`src/rtl/upc_checkout_lane.sv`:
```
// Checkout lane: accepts scanned UPC codes over valid/ready, classifies them through lookup masks,
// holds each verdict for HOLD_CYCLES, keeps saturating item/theft counts and raises a sticky theft alarm.
module upc_checkout_lane #(
    parameter int unsigned          CODE_W       = 3,
    parameter logic [2**CODE_W-1:0] SALE_MASK    = 8'hEC,
    parameter logic [2**CODE_W-1:0] PRICEY_MASK  = 8'h31,
    parameter int unsigned          COUNT_W      = 8,
    parameter int unsigned          HOLD_CYCLES  = 4,
    parameter int unsigned          ALARM_THRESH = 3
) (
    input  logic               clk,
    input  logic               reset_n,
    input  logic               scan_valid,
    output logic               scan_ready,
    input  logic [CODE_W-1:0]  scan_code,
    input  logic               scan_mark,
    input  logic               clear_counts,
    input  logic               alarm_ack,
    output logic               result_valid,
    output logic               sale,
    output logic               stolen,
    output logic [COUNT_W-1:0] item_count,
    output logic [COUNT_W-1:0] stolen_count,
    output logic               alarm
);

    localparam int unsigned HOLD_W = (HOLD_CYCLES < 2) ? 1 : $clog2(HOLD_CYCLES);
    localparam logic [HOLD_W-1:0]  HOLD_LOAD = HOLD_W'(HOLD_CYCLES - 1);
    localparam logic [COUNT_W-1:0] THRESH    = COUNT_W'(ALARM_THRESH);

    typedef enum logic [1:0] {
        IDLE,
        SHOW,
        ALARM
    } state_t;

    state_t             state;
    logic [HOLD_W-1:0]  hold_cnt;
    logic               accept;
    logic               stolen_v;
    logic [COUNT_W-1:0] item_base;
    logic [COUNT_W-1:0] item_inc;
    logic [COUNT_W-1:0] stolen_inc;

    assign scan_ready = (state == IDLE);

    always_comb begin
        accept   = scan_valid & scan_ready;
        stolen_v = PRICEY_MASK[scan_code] & ~scan_mark;
        // Clear is applied before the increment so a clear+accept edge lands on 1.
        item_base = clear_counts ? '0 : item_count;
        item_inc  = item_base;
        if (item_base != '1)
            item_inc = item_base + COUNT_W'(1);
        stolen_inc = stolen_count;
        if (stolen_v && (stolen_count != '1))
            stolen_inc = stolen_count + COUNT_W'(1);
    end

    always_ff @(posedge clk) begin
        if (!reset_n) begin
            state        <= IDLE;
            hold_cnt     <= '0;
            result_valid <= 1'b0;
            sale         <= 1'b0;
            stolen       <= 1'b0;
            item_count   <= '0;
            stolen_count <= '0;
            alarm        <= 1'b0;
        end else begin
            if (accept)
                item_count <= item_inc;
            else if (clear_counts)
                item_count <= '0;

            case (state)
                IDLE: begin
                    if (accept) begin
                        state        <= SHOW;
                        hold_cnt     <= HOLD_LOAD;
                        result_valid <= 1'b1;
                        sale         <= SALE_MASK[scan_code];
                        stolen       <= stolen_v;
                        stolen_count <= stolen_inc;
                        if (stolen_inc >= THRESH)
                            alarm <= 1'b1;
                    end
                end
                SHOW: begin
                    if (hold_cnt == '0) begin
                        result_valid <= 1'b0;
                        state        <= alarm ? ALARM : IDLE;
                    end else begin
                        hold_cnt <= hold_cnt - HOLD_W'(1);
                    end
                end
                ALARM: begin
                    if (alarm_ack) begin
                        state        <= IDLE;
                        alarm        <= 1'b0;
                        stolen_count <= '0;
                    end
                end
                default: state <= IDLE;
            endcase
        end
    end

endmodule

```
`config.mk`:
```
export PLATFORM = sky130hd
export DESIGN_NAME = upc_checkout_lane
export DESIGN_NICKNAME = d
export VERILOG_FILES = /design/src/rtl/upc_checkout_lane.sv
export SDC_FILE = /design/constraint.sdc
export NUM_CORES = 1
export LEC_CHECK = 0
export ABC_AREA = 1
export CAP_MARGIN = 20
export CORE_MARGIN = 2
export CORE_UTILIZATION = 45
export DETAILED_ROUTE_END_ITERATION = 10
export PLACE_DENSITY = 0.72
export SLEW_MARGIN = 15
export SYNTH_ARGS = -nofsm -noshare
export SYNTH_HDL_FRONTEND = slang
export SYNTH_SLANG_ARGS = --single-unit
export TNS_END_PERCENT = 10
```
`constraint.sdc`:
```
create_clock -name clk -period 2.69 [get_ports clk]
set_clock_uncertainty 0.2 [all_clocks]
set_input_delay 0.269 -clock clk [delete_from_list [all_inputs] [get_ports clk]]
set_output_delay 0.269 -clock clk [all_outputs]
set_load 0.03 [all_outputs]
```
After elaboration in Yosys (flattened, before gate mapping)
Memories as Yosys holds them, arrays and structs flattened. A register that Yosys moved wholly into a read port is not among the register bits.
Cells that the tools add are included.
Storage, ports and cells
  flip-flop bits (word level): 23
  memory bits (read-only): 16
  input bits: 9
  output and inout bits: 21
  word-level logic and storage cells: 61
  memories: 2
Cells by class
  $add $sub $neg: 3
  $lt $le $gt $ge: 2
  equal/unequal tests: 9
  multiplexer cells: 23
  bitwise operators: 3
  reductions and logical operators: 12
Memory list
  (name not given): words 8, bits a word 1, rd ports 1, clocked after Yosys merged registers in 1, write ports 0, line 82  | sale <= SALE_MASK[scan_code];
  (name not given): words 8, bits a word 1, rd ports 1, clocked after Yosys merged registers in 0, write ports 0, line 49  | stolen_v = PRICEY_MASK[scan_code] & ~scan_mark;
Operator list (count)
  8-bit two-way mux: 6
  8-bit by 1-bit adder with 8-bit output (second input constant): 2
  8-bit != test (second input constant): 2
  8-bit one-hot mux with 2 select lines: 1
  2-bit two-way mux: 6
  3-bit AND reduction: 4
  8-bit by 2-bit greater-or-equal comparator with 1-bit output (second input constant): 1
  1-bit two-way mux: 6
  2-bit != test (second input constant): 3
  2-bit one-hot mux with 3 select lines: 1
  2-bit zero test: 2
  3-bit by 4-bit < comparator with 1-bit output (second input constant): 1
  2-bit by 1-bit != test with 1-bit output (second input constant): 2
  1-bit one-hot mux with 2 select lines: 2
  2-bit one-hot mux with 2 select lines: 1
  4-bit AND reduction: 1
  2-bit nonzero test: 2
  1-bit bitwise AND: 2
  2-bit by 1-bit == test with 1-bit output (second input constant): 1
  2-bit == test (second input constant): 1
  2-bit AND reduction: 1
  2-bit by 1-bit subtractor with 2-bit output (second input constant): 1
  1-bit logical AND: 1
  1-bit zero test: 1
  1-bit NOT: 1

Logic depth before layout (Yosys ltp)
Gate-level depths: netlist of run 1.
  word-level depth: 9
  depth in mapped cells: 13
  depth with buffers taken out: 13

Worst setup path before layout of run 1
No wires, ideal clock.
  kind: register to register
  start: register stolen_count[1]
  end: register alarm
  setup time: 0.114 ns
  data arrival time: 1.608 ns
  required time: 2.376 ns
  slack: 0.769 ns
  cell stages (with the launch flop): 13
  path buffers: 0
  period minus slack after synthesis: 1.921 ns
  path through: dfxtp_1 > ha_1 > nand2_1 > nor2_4 > nand2_4 > nand3_1 > nand2_1 > nor2_1 > nand2_1 > nor2_1 > nand2_1 > nand2_1 > a21oi_2
Between the ends
  longest elaborated chain between the ends: 6
  elaborated cells on any way between the ends: 7
  those cells by class: add/sub: 1; order compare: 1; eq/ne: 2; mux: 1; reduce/logical: 2
Ends and longest elaborated chain
  from (decl): line 23  | output logic [COUNT_W-1:0] stolen_count,
  from (signal assigned): line 84  | stolen_count <= stolen_inc;
  parallel branches: the longest is 2 deep, another holds 8-bit by 1-bit adder with 8-bit output
  8-bit two-way mux *: line 56  | if (stolen_v && (stolen_count != '1))
  8-bit by 2-bit greater-or-equal comparator with 1-bit output *: line 85  | if (stolen_inc >= THRESH)
  2-bit by 1-bit != test with 1-bit output (no source line) *
  4-bit AND reduction (no source line) *
  to (signal assigned): line 69  | alarm <= 1'b0;
  to (signal assigned): line 86  | alarm <= 1'b1;
  to (signal assigned): line 100  | alarm <= 1'b0;
  to (decl): line 24  | output logic alarm
Mark *: on every way between the ends.
A chain may end at the register's enable or synchronous reset.

Final worst setup path of run 1
  start: register stolen_count[4]
  end: output port stolen_count[4]
No word-level cell between the ends.

==> key figures, run 1 <==
STA
  – Period minus WS final: 2011 ps
  – Worst Hold Slack: 270.4 ps
  – Highest Clock Rate: 497.3 MHz
  – Max-slew violations: 0
  – Worst-margin pin slew: 476.7 ps
  – Total Neg Setup Slack: 0 ps
  – RSZ-0062 raised after global routing: false
  – Setup-failing EPs final: 0
  – Final Hold Violating Endpoints: 0
  – Fin crit share: 74.75%
  – Worst rel slew slack: 68.18%

Setup path
  – Reg-to-Reg End: alarm$_SDFFE_PN0P_
  – CP Depth: 1
  – Maximum single-stage delay on the critical path: 730 ps
  – Worst setup path startpoint: stolen_count[4]$_SDFFE_PN0P_
  – Reg-to-reg startpoint: stolen_count[0]$_SDFFE_PN0P_
  – Worst Path Required: 2220 ps
  – Worst-path cell chain: clkdlybuf4s50_1
  – Arrival time worst endpoint: 1540 ps
  – Worst setup slack for register-to-register paths: 800 ps
  – Count of buffering cells on the critical path with inverters included: 1
  – Crit-path leading delay family: buffers and inverters
  – Crit path max-delay cell type: clkdlybuf4s50_1
  – Crit Path Max Fanout: 8
  – Type of element capturing the critical path: output port
  – Type of the setup path with the least slack: flop to output port
  – Capturing instance or port of the critical path: stolen_count[4]
  – Kind of start point of the critical path: flop
  – Register-to-Register Path Depth: 13

Floorplan
  – Vertical die dimension: 59.93 µm
  – Initial cell density of the core: 46.87%
  – Core Region: 0.003003 mm²
  – Floorplan die area: 0.003592 mm²
  – I/O pin cnt: 30
  – FP Rows: 20
  – Die Width: 59.93 µm

Clock network
  – H-tree level count: 1
  – Quantity of hold-fixing buffers added after cts: 0
  – Clock latency on the worst-skew pair: 320 ps
  – Clock transition at path regs: 130 ps
  – Clock tree root driver cell: clkbuf_4
  – Clock Sinks: 24
  – Number of setup buffers added after CTS: 0
  – CTS Buffer Depth: 2
  – Post-cts sizing count: 0
  – CTS tree: built
  – Inserted Clock Buffers: 3

Logic synthesis
  – Post-Synth Simple-Gate Area: 40.27%
  – Synth unique cells: 25
  – Netlist area before placement: 0.001408 mm²
  – Register area share after synthesis: 34.13%
  – Area fraction in compound gates after synthesis: 11.47%
  – Synthesized netlist cell count: 220
  – Avg Inst Size Synth: 6.398 µm²
  – Total of flip-flops plus latches after synthesis: 24
  – Xor/xnor share of the synthesized area: 1.244%
  – Portion of netlist area occupied by mux cells: 0%
  – Combinational family with the most area after synthesis: simple AND/OR/NAND/NOR gates
  – Share of synthesized cell area in full adder, half adder and majority cells: 2.667%
  – Synthesized netlist net count: 232
  – Warning count from the yosys run: 0

Finish
  – Fillers: 297
  – # nets final: 263
  – Layout cell share with drive strength beyond 1: 8.400%
  – # diodes: 0
  – Layout overhead on the synthesized area: 26.40%
  – Final core utilization: 59.25%
  – Area of all placed cells without fillers: 0.001779 mm²

Global route
  – Congestion Overflow GR: 0
  – Antenna violations before repair: 0
  – Pin count of the biggest net entering global routing: 15
  – Via count of the first global-routing pass: 1182
  – Global-route wire length before repair: 4885 µm
  – Overall track demand over capacity in global routing: 17.70%

Pwr
  – Cell area power density: 441.4 mW/mm²
  – Pleak: 0.0007452 µW
  – Max VDD drop: 0.0002992 V

Placed design
  – Cell Area, Placed: 0.001727 mm²
  – Count of port buffers added during placement: 29
  – Post-detailed-placement half-perimeter wirelength: 2303 µm
  – Final weighted congestion of routability-driven global placement: 0.9053

Route
  – DRT iter0 DRCs: 78
  – Vias: 1371
  – DRT Wirelength: 2914 µm
  – DR DRC count: 0
  – First drt pass iteration count: 4
  – Vias/cell: 4.845
  – Detail Route Antenna Nets: 0
  – Mean routed wirelength per cell: 10.30 µm

Hold path
  – Hold wc startpoint: hold_cnt[1]$_SDFFE_PN0P_
  – Path type of the worst min-delay path: flop to flop

Flow run
  – Max-cap violations: 0

Run status
  – Outcome: finished, final reports clean
-- worst register-to-register path, cell delays in order (launching register included) --
cell	delay, ps
dfxtp_1	450
ha_1	240
nand2_1	120
nor2_4	120
nand2_4	100
nand2_4	100
nand2_1	50
nand2_1	100
nor2_1	50
nand2_1	60
nor2_1	40
nand2_1	50
nand2_1	60
a21oi_2	110
-- final cells by class --
cell class	instances	area [µm²]	share of cell area, %
inverter	33	123.9	6.962
timing repair buffer	30	297.8	16.74
clock inverter	1	30.03	1.688
multi-input combinational	159	783.3	44.02
tap	33	41.29	2.321
sequential	24	480.5	27.00
clock buffer	3	22.52	1.266
-- sequential cells by signal, indices dropped and copies added (netlist names) --
name / cells
item_count: 8
stolen_count: 8
hold_cnt: 2
state: 2
alarm: 1
result_valid: 1
sale: 1
stolen: 1
-- Yosys cell counts --
master	instances	area share (%)
buf_4	1	0.53
o21ai_0	7	2.5
nor2_1	19	5.1
nand2_2	4	1.8
clkbuf_1	2	0.53
buf_2	1	0.36
or2_1	1	0.44
xor2_1	2	1.2
nand2_4	2	1.6
nand3b_1	1	0.53
nor2_4	3	2.4
o21ai_1	2	0.71
a21oi_2	1	0.62
ha_1	3	2.7
nand3_1	18	6.4
nand2_1	62	17
dfxtp_1	24	34
a21oi_1	20	7.1
nor2_2	2	0.89
nor3_2	1	0.71
nand4_1	4	1.8
a211oi_1	1	0.53
inv_2	3	0.80
inv_1	30	8.0
nor3_1	6	2.1
-- per-layer routing --
| metal | wire length, µm | track usage [%] | up-vias |
|---|---|---|---|
| li1 | - | - | 760 |
| met1 | 1455 | 24.87 | 572 |
| met2 | 1317 | 27.95 | 34 |
| met3 | 100 | 1.948 | 5 |
| met4 | 42 | 6.349 | 0 |
| met5 | 0 | 0 | - |
-- logic make-up (layout without fill, tap and decap cells) --
family                   after synthesis  in the layout
AO/OA/AOI/OAI                         31             31
buffers and inverters                 37             67
flip-flops                            24             24
XOR/XNOR                               2              2
adder cells (fa/ha/maj)                3              3
AND/OR/NAND/NOR                      123            123
-- metrics by stage --
stage | total power (µW) | cells | setup WS, ps
2_1_floorplan | 480.9 | 220 | 768.8
3_3_place_gp | 530.7 | 279 | 440.7
3_5_place_dp | 531.7 | 279 | 334.4
4_1_cts | 793.4 | 283 | 663.9
5_1_grt | 826.6 | 283 | 482.4
6_report | 785.3 | 283 | 679.2
-- report_power, final --
group	internal [µW]	switching [µW]	total [µW]
Combinational	55.3	86.4	142
Clock	151	113	263
Sequential	371	9.61	380
Total	577	209	785
-- how the worst min path moves through the flow --
stage / to / slack, ps / cells past startpoint
detailed placement: hold_cnt[1]$_SDFFE_PN0P_ / 250 / 2
floorplan: item_count[5]$_SDFF_PN0_ / 210 / 2
CTS: hold_cnt[1]$_SDFFE_PN0P_ / 270 / 2
finish: hold_cnt[1]$_SDFFE_PN0P_ / 270 / 2
global placement: hold_cnt[1]$_SDFFE_PN0P_ / 250 / 2
global route: hold_cnt[1]$_SDFFE_PN0P_ / 280 / 2
-- cell usage in the layout, fill, tap and decap left out --
master | synthesis | routed
nor3_1 | 6 | 6
bufinv_16 | 0 | 1
nand2_1 | 62 | 62
a21oi_2 | 1 | 1
inv_2 | 3 | 3
nand2_4 | 2 | 2
ha_1 | 3 | 3
nand3b_1 | 1 | 1
a21oi_1 | 20 | 20
nand4_1 | 4 | 4
clkdlybuf4s50_1 | 0 | 29
nor3_2 | 1 | 1
nor2_2 | 2 | 2
nor2_4 | 3 | 3
nand2_2 | 4 | 4
o21ai_0 | 7 | 7
nand3_1 | 18 | 18
clkbuf_4 | 0 | 3
buf_4 | 1 | 1
xor2_1 | 2 | 2
o21ai_1 | 2 | 2
a211oi_1 | 1 | 1
or2_1 | 1 | 1
inv_1 | 30 | 30
dfxtp_1 | 24 | 24
nor2_1 | 19 | 19
(Power assumes the default switching activity.)
==> run 2, diff against run 1 <==
==> constraint.sdc (replaced) <==
create_clock -name clk -period 1.9 [get_ports clk]
set_clock_uncertainty 0.2 [all_clocks]
set_input_delay 0.19 -clock clk [delete_from_list [all_inputs] [get_ports clk]]
set_output_delay 0.19 -clock clk [all_outputs]
set_load 0.03 [all_outputs]
==> run 2 against run 1 <==
Effect of this change:
- sequential share of layout area shrank 2.0 points
- non-clock buffer count is 16 higher
- global-route usage grew 1.9 points
- combinational power grew 54%
- via count is 6.9% higher
- first-iteration DRC count increased by 3.8%
- setup slack got worse by 630 ps
- final area up 8.9%
- wire length is 9.2% higher
- register-to-register slack worse by 690 ps
- total power rose by 44%
- sequential power grew 42%
==> key figures, run 2 (synthesized netlist as in run 1, its figures left out) <==
Placed design
  – Post-Place Worst Slack: -246.1 ps (was 334.4 ps)
  – Post-detailed-placement half-perimeter wirelength: 2453 µm (was 2303 µm)
  – Final weighted congestion of routability-driven global placement: 0.8220 (was 0.9053)
  – Count of port buffers added during placement: 29 (unchanged)
  – Cell Area, Placed: 0.001862 mm² (was 0.001727 mm²)

Route
  – DRT Wirelength: 3182 µm (was 2914 µm)
  – DRT iter0 DRCs: 81 (was 78)
  – Mean routed wirelength per cell: 10.64 µm (was 10.30 µm)
  – First drt pass iteration count: 4 (unchanged)
  – Vias/cell: 4.900 (was 4.845)
  – Vias: 1465 (was 1371)
  – Detail Route Antenna Nets: 0 (unchanged)
  – DR DRC count: 0 (unchanged)

STA
  – Final Hold Violating Endpoints: 0 (unchanged)
  – Final setup slack of the worst path: 48.05 ps (was 679.2 ps)
  – Worst rel slew slack: 73.43% (was 68.18%)
  – Max-slew violations: 0 (unchanged)
  – Period minus WS final: 1852 ps
  – Setup-failing EPs final: 0 (unchanged)
  – Worst-margin pin slew: 398.1 ps (was 476.7 ps)
  – RSZ-0062 raised after global routing: true (was false)
  – Highest Clock Rate: 540.0 MHz
  – Fin crit share: 97.47%

Setup path
  – Crit-path leading delay family: buffers and inverters (unchanged)
  – Type of element capturing the critical path: output port (unchanged)
  – Worst-path cell chain: clkdlybuf4s50_1 (unchanged)
  – Arrival time worst endpoint: 1460 ps (was 1540 ps)
  – Worst Path Required: 1510 ps (was 2220 ps)
  – Crit Path Max Fanout: 5 (was 8)
  – Kind of start point of the critical path: flop (unchanged)
  – Type of the setup path with the least slack: flop to output port (unchanged)
  – Crit path max-delay cell type: clkdlybuf4s50_1 (unchanged)
  – Count of buffering cells on the critical path with inverters included: 1 (unchanged)
  – Maximum single-stage delay on the critical path: 700 ps (was 730 ps)

Clock network
  – CTS Buffer Depth: 2 (unchanged)
  – Number of setup buffers added after CTS: 0 (unchanged)
  – Clock transition at path regs: 140 ps (was 130 ps)
  – Clock latency on the worst-skew pair: 320 ps (about the same)
  – H-tree level count: 1 (unchanged)
  – Inserted Clock Buffers: 3 (unchanged)
  – CTS tree: built (unchanged)
  – Clock tree root driver cell: clkbuf_4 (unchanged)
  – Clock Sinks: 24 (unchanged)

Pwr
  – Max VDD drop: 0.0003829 V (was 0.0002992 V)
  – Power Total: 1129 µW (was 785.3 µW)
  – Pleak: 0.0009086 µW (was 0.0007452 µW)
  – Cell area power density: 582.7 mW/mm² (was 441.4 mW/mm²)

Finish
  – # diodes: 0 (unchanged)
  – Layout cell share with drive strength beyond 1: 16.17% (was 8.400%)
  – FF+latch area: 484.2 µm² (was 480.5 µm²)
  – Registers with the most flip-flops: item_count: 8 flops, stolen_count: 8 flops (unchanged)
  – Layout overhead on the synthesized area: 37.60% (was 26.40%)
  – # nets final: 279 (was 263)
  – Most common cell after layout, fill and taps aside: nand2_1 (unchanged)
  – Leading cell types in the layout, fill and taps excluded: nand2_1 (62), inv_1 (30), clkdlybuf4s50_1 (23) (was nand2_1 (62), inv_1 (30), clkdlybuf4s50_1 (29))
  – Area of the multi-input gates: 793.3 µm² (was 783.3 µm²)
  – Fillers: 287 (was 297)
  – Area of all placed cells without fillers: 0.001937 mm² (was 0.001779 mm²)

Global route
  – Global-route wire length before repair: 5409 µm (was 4885 µm)
  – Congestion Overflow GR: 0 (unchanged)
  – Pin count of the biggest net entering global routing: 15 (unchanged)
  – Overall track demand over capacity in global routing: 19.56% (was 17.70%)
  – Via count of the first global-routing pass: 1366 (was 1182)
  – Antenna violations before repair: 0 (unchanged)

Floorplan
  – I/O pin cnt: 30 (unchanged)
  – FP Rows: 20 (unchanged)
  – Core Region: 0.003003 mm² (unchanged)
  – Die Width: 59.93 µm (unchanged)
  – Floorplan die area: 0.003592 mm² (unchanged)
  – Vertical die dimension: 59.93 µm (unchanged)
  – Initial cell density of the core: 46.87% (unchanged)

Flow run
  – Max-cap violations: 0 (unchanged)

Hold path
  – Path type of the worst min-delay path: input pin to flop (was flop to flop)

Run status
  – Outcome: finished, final reports clean (unchanged)
==> run 2: cell count changes in the layout (fill, tap and decap cells not counted), sizes merged <==
cell / before / now
buf: 1 / 17
dlymetal6s2s: 0 / 5
dlygate4sd2: 0 / 1
clkdlybuf4s50: 29 / 23
==> run 2: layout make-up <==
class,instances,area share (%)
clock buffer,3,1.163
clock inverter,1,1.550
inverter,33,6.395
multi-input combinational,159,40.96
sequential,24,25.00
tap,33,2.132
timing repair buffer,46,22.80
==> run 2: per-stage QoR <==
step                      utilization, %  hold slack, ps  instances  setup TNS [ps]
final                              64.50           55.45        299               0
after global routing               64.50           54.05        299          -67.20
after CTS                          63.71           278.4        299               0
after detailed placement           62.00           259.8        295           -1250
after global placement             62.00           245.3        295          -822.3
after floorplan                        -           128.4        220               0
==> run 2: final timing paths <==
| kind | from | end | slack (ps) | depth (start not counted) |
|---|---|---|---|---|
| worst min register to register | hold_cnt[1]$_SDFFE_PN0P_ | hold_cnt[1]$_SDFFE_PN0P_ | 270 | 2 |
| worst min-delay path | clear_counts | item_count[1]$_SDFF_PN0_ | 60 | 4 |
| worst max-delay path | item_count[3]$_SDFF_PN0_ | item_count[3] | 50 | 1 |
| worst max register to register | stolen_count[1]$_SDFFE_PN0P_ | alarm$_SDFFE_PN0P_ | 110 | 13 |
==> run 2: what timing repair did <==
item / 4_1_cts / 5_1_grt
pin swaps: 0 / 0
hold buffers: 0 / 0
resized for setup: 1 / 9
setup endpoints to repair: 1 / 11
==> run 2: per-layer routing <==
layer	vias to the layer above	GRT usage (%)	part of all wire (%)
li1	793	-	-
met3	5	2.381	3.7
met4	0	8.889	1.3
met2	27	33.85	48
met1	640	24.00	47
met5	-	0	0
==> run 2: power by group <==
| part | total (µW) | switching [µW] | leakage [µW] | internal, µW |
|---|---|---|---|---|
| Clock | 372 | 158 | 0.0000279 | 214 |
| Sequential | 538 | 13.1 | 0.000197 | 525 |
| Combinational | 219 | 129 | 0.000684 | 89.8 |
| Total | 1130 | 300 | 0.000909 | 829 |
==> run 3, diff against run 2 <==
--- a/config.mk
+++ b/config.mk
@@ -6,6 +6,7 @@
 export NUM_CORES = 1
 export LEC_CHECK = 0
 export ABC_AREA = 1
+export ABC_CLOCK_PERIOD_IN_PS = 1900
 export CAP_MARGIN = 20
 export CORE_MARGIN = 2
 export CORE_UTILIZATION = 45
==> results of run 3 <==
The final DEF is identical to that of run 2; final timing and power are the same.
